==> config.mk <==
export PLATFORM = sky130hd
export DESIGN_NAME = uart_rx
export DESIGN_NICKNAME = d
export VERILOG_FILES = /design/src/rtl/uart_pkg.sv /design/src/rtl/sync_2ff.sv /design/src/rtl/uart_rx.sv
export SDC_FILE = /design/constraint.sdc
export NUM_CORES = 1
export LEC_CHECK = 0
export CAP_MARGIN = 25
export CORE_MARGIN = 1.5
export CORE_UTILIZATION = 40
export DETAILED_ROUTE_END_ITERATION = 12
export PLACE_DENSITY = 0.61
export SETUP_SLACK_MARGIN = 0.5
export SLEW_MARGIN = 20
export SYNTH_ARGS = -nofsm -noshare
export SYNTH_HDL_FRONTEND = slang
export SYNTH_SLANG_ARGS = --single-unit
==> constraint.sdc <==
create_clock -name clk -period 2.3 [get_ports clk]
set_clock_uncertainty 0.05 [all_clocks]
set_input_delay 0.69 -clock clk [delete_from_list [all_inputs] [get_ports clk]]
set_output_delay 0.69 -clock clk [all_outputs]
set_load 0.03 [all_outputs]
==> src/rtl/uart_pkg.sv <==
// Shared constants for the UART receive path: FSM encoding, parity modes, oversampling.
package uart_pkg;

  localparam int OSR = 16;

  localparam logic PAR_EVEN = 1'b0;
  localparam logic PAR_ODD  = 1'b1;

  localparam logic [2:0] ST_IDLE    = 3'd0;
  localparam logic [2:0] ST_START   = 3'd1;
  localparam logic [2:0] ST_DATA    = 3'd2;
  localparam logic [2:0] ST_PARITY  = 3'd3;
  localparam logic [2:0] ST_STOP    = 3'd4;
  localparam logic [2:0] ST_RECOVER = 3'd5;

  typedef enum logic [2:0] {
    IDLE    = ST_IDLE,
    START   = ST_START,
    DATA    = ST_DATA,
    PARITY  = ST_PARITY,
    STOP    = ST_STOP,
    RECOVER = ST_RECOVER
  } rx_state_t;

endpackage

==> src/rtl/sync_2ff.sv <==
// Two-flop synchronizer for a single asynchronous level; reset value is selectable.
module sync_2ff #(
  parameter logic RST_VAL = 1'b1
) (
  input  logic clk,
  input  logic reset_n,
  input  logic d,
  output logic q
);

  logic meta;

  always_ff @(posedge clk or negedge reset_n) begin
    if (!reset_n) begin
      meta <= RST_VAL;
      q    <= RST_VAL;
    end else begin
      meta <= d;
      q    <= meta;
    end
  end

endmodule

==> src/rtl/uart_rx.sv <==
// 16x-oversampled UART receiver: LSB-first DBIT data, optional parity, SB_TICK-long stop period.
//
// state   | meaning
// IDLE    | line high, watching rx_s every clk for a falling edge
// START   | counting to mid start bit, rejecting glitches
// DATA    | sampling DBIT data bits at mid-bit
// PARITY  | sampling the parity bit and computing the mismatch
// STOP    | waiting to the stop sample point, then publishing the word
// RECOVER | line still low after stop (break); wait for it to return high
module uart_rx
  import uart_pkg::*;
#(
  parameter int DBIT    = 8,
  parameter int SB_TICK = 16
) (
  input  logic            clk,
  input  logic            reset_n,
  input  logic            s_tick,
  input  logic            rx,
  input  logic            parity_en,
  input  logic            parity_odd,
  output logic [DBIT-1:0] rx_dout,
  output logic            rx_done_tick,
  output logic            parity_err,
  output logic            frame_err,
  output logic            busy
);

  localparam logic [4:0] MID_CNT  = 5'(OSR / 2 - 1);
  localparam logic [4:0] BIT_CNT  = 5'(OSR - 1);
  localparam logic [4:0] STOP_CNT = 5'(SB_TICK - 1);
  localparam logic [2:0] LAST_BIT = 3'(DBIT - 1);

  rx_state_t       state;
  logic            rx_s;
  logic [4:0]      s_cnt;
  logic [2:0]      n_cnt;
  logic [DBIT-1:0] b_reg;
  logic            p_reg;

  sync_2ff #(.RST_VAL(1'b1)) u_sync (
    .clk     (clk),
    .reset_n (reset_n),
    .d       (rx),
    .q       (rx_s)
  );

  always_ff @(posedge clk or negedge reset_n) begin
    if (!reset_n) begin
      state        <= IDLE;
      s_cnt        <= '0;
      n_cnt        <= '0;
      b_reg        <= '0;
      p_reg        <= 1'b0;
      rx_dout      <= '0;
      rx_done_tick <= 1'b0;
      parity_err   <= 1'b0;
      frame_err    <= 1'b0;
      busy         <= 1'b0;
    end else begin
      rx_done_tick <= 1'b0;
      case (state)
        IDLE: begin
          if (!rx_s) begin
            state <= START;
            busy  <= 1'b1;
            s_cnt <= '0;
            p_reg <= 1'b0;
          end
        end

        START: begin
          if (s_tick) begin
            if (s_cnt == MID_CNT) begin
              if (!rx_s) begin
                state <= DATA;
                s_cnt <= '0;
                n_cnt <= '0;
              end else begin
                state <= IDLE;
                busy  <= 1'b0;
              end
            end else begin
              s_cnt <= s_cnt + 5'd1;
            end
          end
        end

        DATA: begin
          if (s_tick) begin
            if (s_cnt == BIT_CNT) begin
              s_cnt <= '0;
              b_reg <= {rx_s, b_reg[DBIT-1:1]};
              if (n_cnt == LAST_BIT) begin
                state <= parity_en ? PARITY : STOP;
              end else begin
                n_cnt <= n_cnt + 3'd1;
              end
            end else begin
              s_cnt <= s_cnt + 5'd1;
            end
          end
        end

        PARITY: begin
          if (s_tick) begin
            if (s_cnt == BIT_CNT) begin
              // Data XOR parity bit is 0 for even parity, 1 for odd.
              p_reg <= ((^b_reg) ^ rx_s) != parity_odd;
              s_cnt <= '0;
              state <= STOP;
            end else begin
              s_cnt <= s_cnt + 5'd1;
            end
          end
        end

        STOP: begin
          if (s_tick) begin
            if (s_cnt == STOP_CNT) begin
              rx_dout      <= b_reg;
              parity_err   <= p_reg & parity_en;
              frame_err    <= ~rx_s;
              rx_done_tick <= 1'b1;
              s_cnt        <= '0;
              if (rx_s) begin
                state <= IDLE;
                busy  <= 1'b0;
              end else begin
                state <= RECOVER;
              end
            end else begin
              s_cnt <= s_cnt + 5'd1;
            end
          end
        end

        RECOVER: begin
          if (rx_s) begin
            state <= IDLE;
            busy  <= 1'b0;
          end
        end

        default: begin
          state <= IDLE;
          busy  <= 1'b0;
        end
      endcase
    end
  end

endmodule
Yosys cells after proc, flatten, opt, wreduce, memory -nomap -nowiden
Index checks and enable logic that the tools add are counted.
{ "classes": {"add_sub_neg": 2, "n_eq_ne": 23, "n_mux": 42, "n_bitwise": 4, "n_reduce_logical": 14} }
{ "ops": {"columns": ["op", "count"], "rows": [
  ["3-bit 2-to-1 mux", 19],
  ["5-bit 2-to-1 mux", 5],
  ["2-bit inequality test, second input constant", 12],
  ["3-bit one-hot mux with 6 select lines", 1],
  ["5-bit one-hot mux with 3 select lines", 1],
  ["1-bit 2-to-1 mux", 12],
  ["11-bit AND reduction", 1],
  ["3-bit == test, second input constant", 3],
  ["3-bit AND reduction", 3],
  ["8-bit parity", 1],
  ["7-bit AND reduction", 1],
  ["3-bit by 2-bit == test with 1-bit output, second input constant", 2],
  ["3-bit one-hot mux with 2 select lines", 1],
  ["6-bit AND reduction", 1],
  ["5-bit by 1-bit adder with 5-bit output, second input constant", 1],
  ["5-bit by 3-bit == test with 1-bit output, second input constant", 1],
  ["5-bit by 4-bit == test with 1-bit output, second input constant", 1],
  ["1-bit one-hot mux with 5 select lines", 1],
  ["2-bit by 1-bit inequality test with 1-bit output, second input constant", 2],
  ["4-bit AND reduction", 1],
  ["2-bit nonzero test", 2],
  ["3-bit by 1-bit adder with 3-bit output, second input constant", 1],
  ["3-bit by 1-bit == test with 1-bit output, second input constant", 1],
  ["3-bit zero test", 1],
  ["other kinds (9)", 10]
]} }
{ "word_totals": {"regBits": 34, "word_cells": 97} }

Logic depth before layout (Yosys ltp)
{ "depth": {"word_depth": 6, "ltp_mapped": 10, "ltp_nobuf": 8} }

Modules after synthesis
A second synthesis with hierarchy kept.
{ "hier_totals": {"cells_unflattened": 171, "area_unflattened_um2": 1861.8} }
{ "modules_own_cells": {"columns": ["module", "instances", "cells_per_inst", "area_each_um2", "seq_area_each_um2"], "rows": [
  ["uart_rx", 1, 169, 1809.2, 800.8],
  ["sync_2ff", 1, 2, 52.6, 52.6]
]} }

Worst setup path after synthesis
No wires, ideal clock.
{ "synth_path": {"path_kind": "reg-to-reg", "start": "reg s_cnt[0]", "end": "reg n_cnt[0]", "setup_ps": 125, "t_arrival_ps": 1951, "setup_slack_ps": 174, "path_stages_with_launch": 9, "path_buffers": 0, "period_less_slack_ps": 2126, "path_cell_list": "dfrtp_1 -> ha_1 -> nand3_1 -> inv_1 -> ha_1 -> nand2_1 -> o32a_1 -> nor3_2 -> mux2_2"} }
{ "synth_via": {"elab_chain_cells": 3, "word_cells_on_any_way": 5, "cone_classes": "eq/ne: 4; reduce/logical: 1"} }
{ "synth_rtl": {"columns": ["element", "line", "text"], "rows": [
  ["start: declaration", "uart_rx.sv:36", "logic [4:0] s_cnt;"],
  ["start signal: assignment", "uart_rx.sv:84", "s_cnt <= s_cnt + 5'd1;"],
  ["start signal: assignment", "uart_rx.sv:100", "s_cnt <= s_cnt + 5'd1;"],
  ["start signal: assignment", "uart_rx.sv:113", "s_cnt <= s_cnt + 5'd1;"],
  ["5-bit by 4-bit == test with 1-bit output / 5-bit by 3-bit == test with 1-bit output (equally long branches)", "uart_rx.sv:91, uart_rx.sv:74", null],
  ["2-bit inequality test (no line)", null, null],
  ["7-bit AND reduction (no line) *", null, null],
  ["end signal: assignment", "uart_rx.sv:97", "n_cnt <= n_cnt + 3'd1;"],
  ["end: declaration", "uart_rx.sv:37", "logic [2:0] n_cnt;"]
]} }
Mark *: on every way between the ends. The rest lies on a longest branch, timed or not.
A chain may end at the register's enable or synchronous reset.

Worst setup path after layout
{ "layout_path": {"start": "reg s_cnt[1]", "end": "reg n_cnt[0]"} }
The elaborated chain is that of the path after synthesis.

==> qor.txt <==
outcome - complete, no violations
Post-synth EDFFs - 0
Top Ports - 18
cell taking the most area after synthesis - dfrtp_1
Yosys reg bits - 34
final setup fails - 0
pwr/cell area - 902 nW/um2
yosys warns - 0
max-cap violations - 0
post-layout minimum cycle time - 1.94 ns
Final Routed Wirelength - 3.93 mm
Post-Synth Adder-Cell Area - 0.0342
final core occ - 0.567
post-synth top area share - 0.437
reg-to-reg startpoint - s_cnt[1]
initial DRC count - 108
reg2reg path depth - 8
TritonCTS Sinks - 34
GRT Total Usage - 0.167
CTS Buffer Depth - 2
worst setup margin - 0.360 ns
WHS Endpoint - u_sync.q
Critical Path Most Common Cell - ha_4
Crit Path Max Fanout - 4
worst path cell trace - ha_4 -> nand3_4 -> inv_2 -> ha_4 -> nand2_4 -> o32a_1 -> nor3_4 -> mux2_4
Cells on Worst Hold Path - 0
# port buffers - 17
Total Power - 0.00224 W
WS Path Type - reg -> reg
Post-synth ARST share - 1.00
FF-to-FF setup slack - 0.36 ns
Worst-Skew Late Latency - 0.29 ns
Post-Place Setup Slack - -0.186 ns
CTS Root Cell - clkbuf_8
Area contributors post-synth - dfrtp_1, mux2_2, mux2_4
drt drc - 0
hold slack - 0.309 ns
vias in the first global route - 1371
Die X-Extent - 70.7 um
number of antenna violations at the first check in global routing - 0
worst hold path startpoint - u_sync.meta
Worst-path clk slew - 0.07 ns
hpwl dp - 2.39 mm
commonest cells in the netlist - dfrtp_1, mux2_2, a21oi_1
xor/xnor share of the synthesized area - 0.0458
Core ar. - 4380 um2
syn_area_per_cell - 11.0 um2
# rows - 24
Yosys cell types - 46
Vias/cell - 5.49
CP Capture Type - register
Fin. Hold Viols - 0
max frequency - 515 MHz
ANT cells - 0
crit-path max cell delay - 0.40 ns
first-pass GRT wire length - 6.56 mm
worst reg2reg endpoint - n_cnt[0]
Final Slew Violations - 0
mux cell area share after synthesis - 0.139
via count - 1410
first-pass iteration count of the detailed router - 4
H-Tree Level Count - 2
most numerous cell in the Yosys netlist - dfrtp_1
largest net degree at the start of global routing - 35
total congestion overflow - 0
Peak VDD IR - 0.497 mV
final period utilization - 0.844
layout cell share with drive strength beyond 1 - 0.376
Slew headroom - 0.705
post-synthesis cell count - 166
Synth Flop Type - dfrtp_1
Worst Path Arrival - 2.06 ns
mapped cell area - 1830 um2
largest family of logic cells by synthesized area - multiplexers
Final GP Congestion - 0.798
CP required - 2.42 ns
TritonCTS Buffers - 5
CTS tree - done
Wirelength per Cell - 15.3 um
Synth Area in Compound Gates - 0.135
Initial Util - 0.418
CP Launch Type - register
critical path's top delay family - flip-flops
Worst-Margin Slew - 0.442 ns
die area - 4990 um2
final antenna-violating net count - 0
Post-Synth Simple-Gate Area - 0.137
worst hold path class - reg -> reg
Die Span Y - 70.7 um
Final nets - 215
syn_nets - 177
Leak - 1.19 nW
sequential area share after synthesis - 0.466
CP bufs+invs - 1
Critical-path top delay cell - dfrtp_1
RSZ-0062 raised after global routing - true
Area Overhead vs Synth - 35.8%
-- kinds of logic (layout without fill, tap and decap cells) --
| group | Yosys count | in the layout |
|---|---|---|
| buffers and inverters | 18 | 57 |
| muxes | 21 | 21 |
| DFF | 34 | 34 |
| adders and majority gates | 5 | 5 |
| AOI/OAI and AO/OA | 37 | 37 |
| xor gates and xnor gates | 8 | 8 |
| and+or+nand+nor | 43 | 43 |
-- metrics by stage --
step	cell area (um2)	setup TNS, ns	cells
6_report	2490	0	257
2_1_floorplan	1880	0	166
4_1_cts	2300	0	247
3_5_place_dp	2130	-1.07	232
3_3_place_gp	2130	-0.641	232
5_1_grt	2490	0	257
-- report_power, final --
part / leakage [nW] / switching, W / internal, W
Clock: 0.0482 / 0.000223 / 0.000242
Sequential: 0.444 / 0.000134 / 0.000699
Combinational: 0.695 / 0.000418 / 0.000527
-- per-layer routing --
layer / global-route usage / vias to the layer above / part of all wire
li1: - / 679 / -
met1: 0.209 / 702 / 0.46
met2: 0.273 / 25 / 0.50
met3: 0.0427 / 4 / 0.032
met4: 0.0734 / 0 / 0.011
met5: 0 / - / 0
-- cell type report --
class / instances / area, um2
sequential: 34 / 857
timing repair buffer: 40 / 379
clock buffer: 7 / 86.3
multi-input combinational: 114 / 1060
tap: 52 / 65.1
clock inverter: 1 / 5.00
fill: 376 / 1900
inverter: 9 / 33.8
-- placed cells by master (no fill, tap or decap), types with 3 or more instances in the layout --
cell type,instances
a21oi_1,9
and3_1,3
buf_4,18
clkbuf_8,6
clkdlybuf4s15_1,10
clkdlybuf4s50_1,3
dfrtp_1,29
dfrtp_2,3
inv_1,8
mux2_2,4
mux2_4,16
nand2_1,5
nand2b_1,4
nor2_1,6
o211ai_1,4
o21ai_0,6
xnor2_1,6
-- worst max path at each step --
| stage | startpoint | to | slack [ns] | cells past startpoint |
|---|---|---|---|---|
| final | s_cnt[1] | n_cnt[0] | 0.36 | 8 |
| after floorplan | s_cnt[0] | n_cnt[0] | 0.41 | 8 |
| after detailed placement | s_tick | busy | -0.19 | 5 |
| after global routing | s_cnt[1] | n_cnt[0] | 0.28 | 8 |
| after CTS | s_cnt[0] | n_cnt[0] | 0.28 | 8 |
| after global placement | s_tick | n_cnt[1] | -0.14 | 5 |
-- repair_timing --
action,4_1_cts,5_1_grt
gates resized for setup,26,32
hold buffers,0,0
buffers inserted,7,9
gates cloned,0,1
setup endpoints to repair,43,39
pin swaps,8,10
Note: power is estimated with default switching activity, not from simulation.
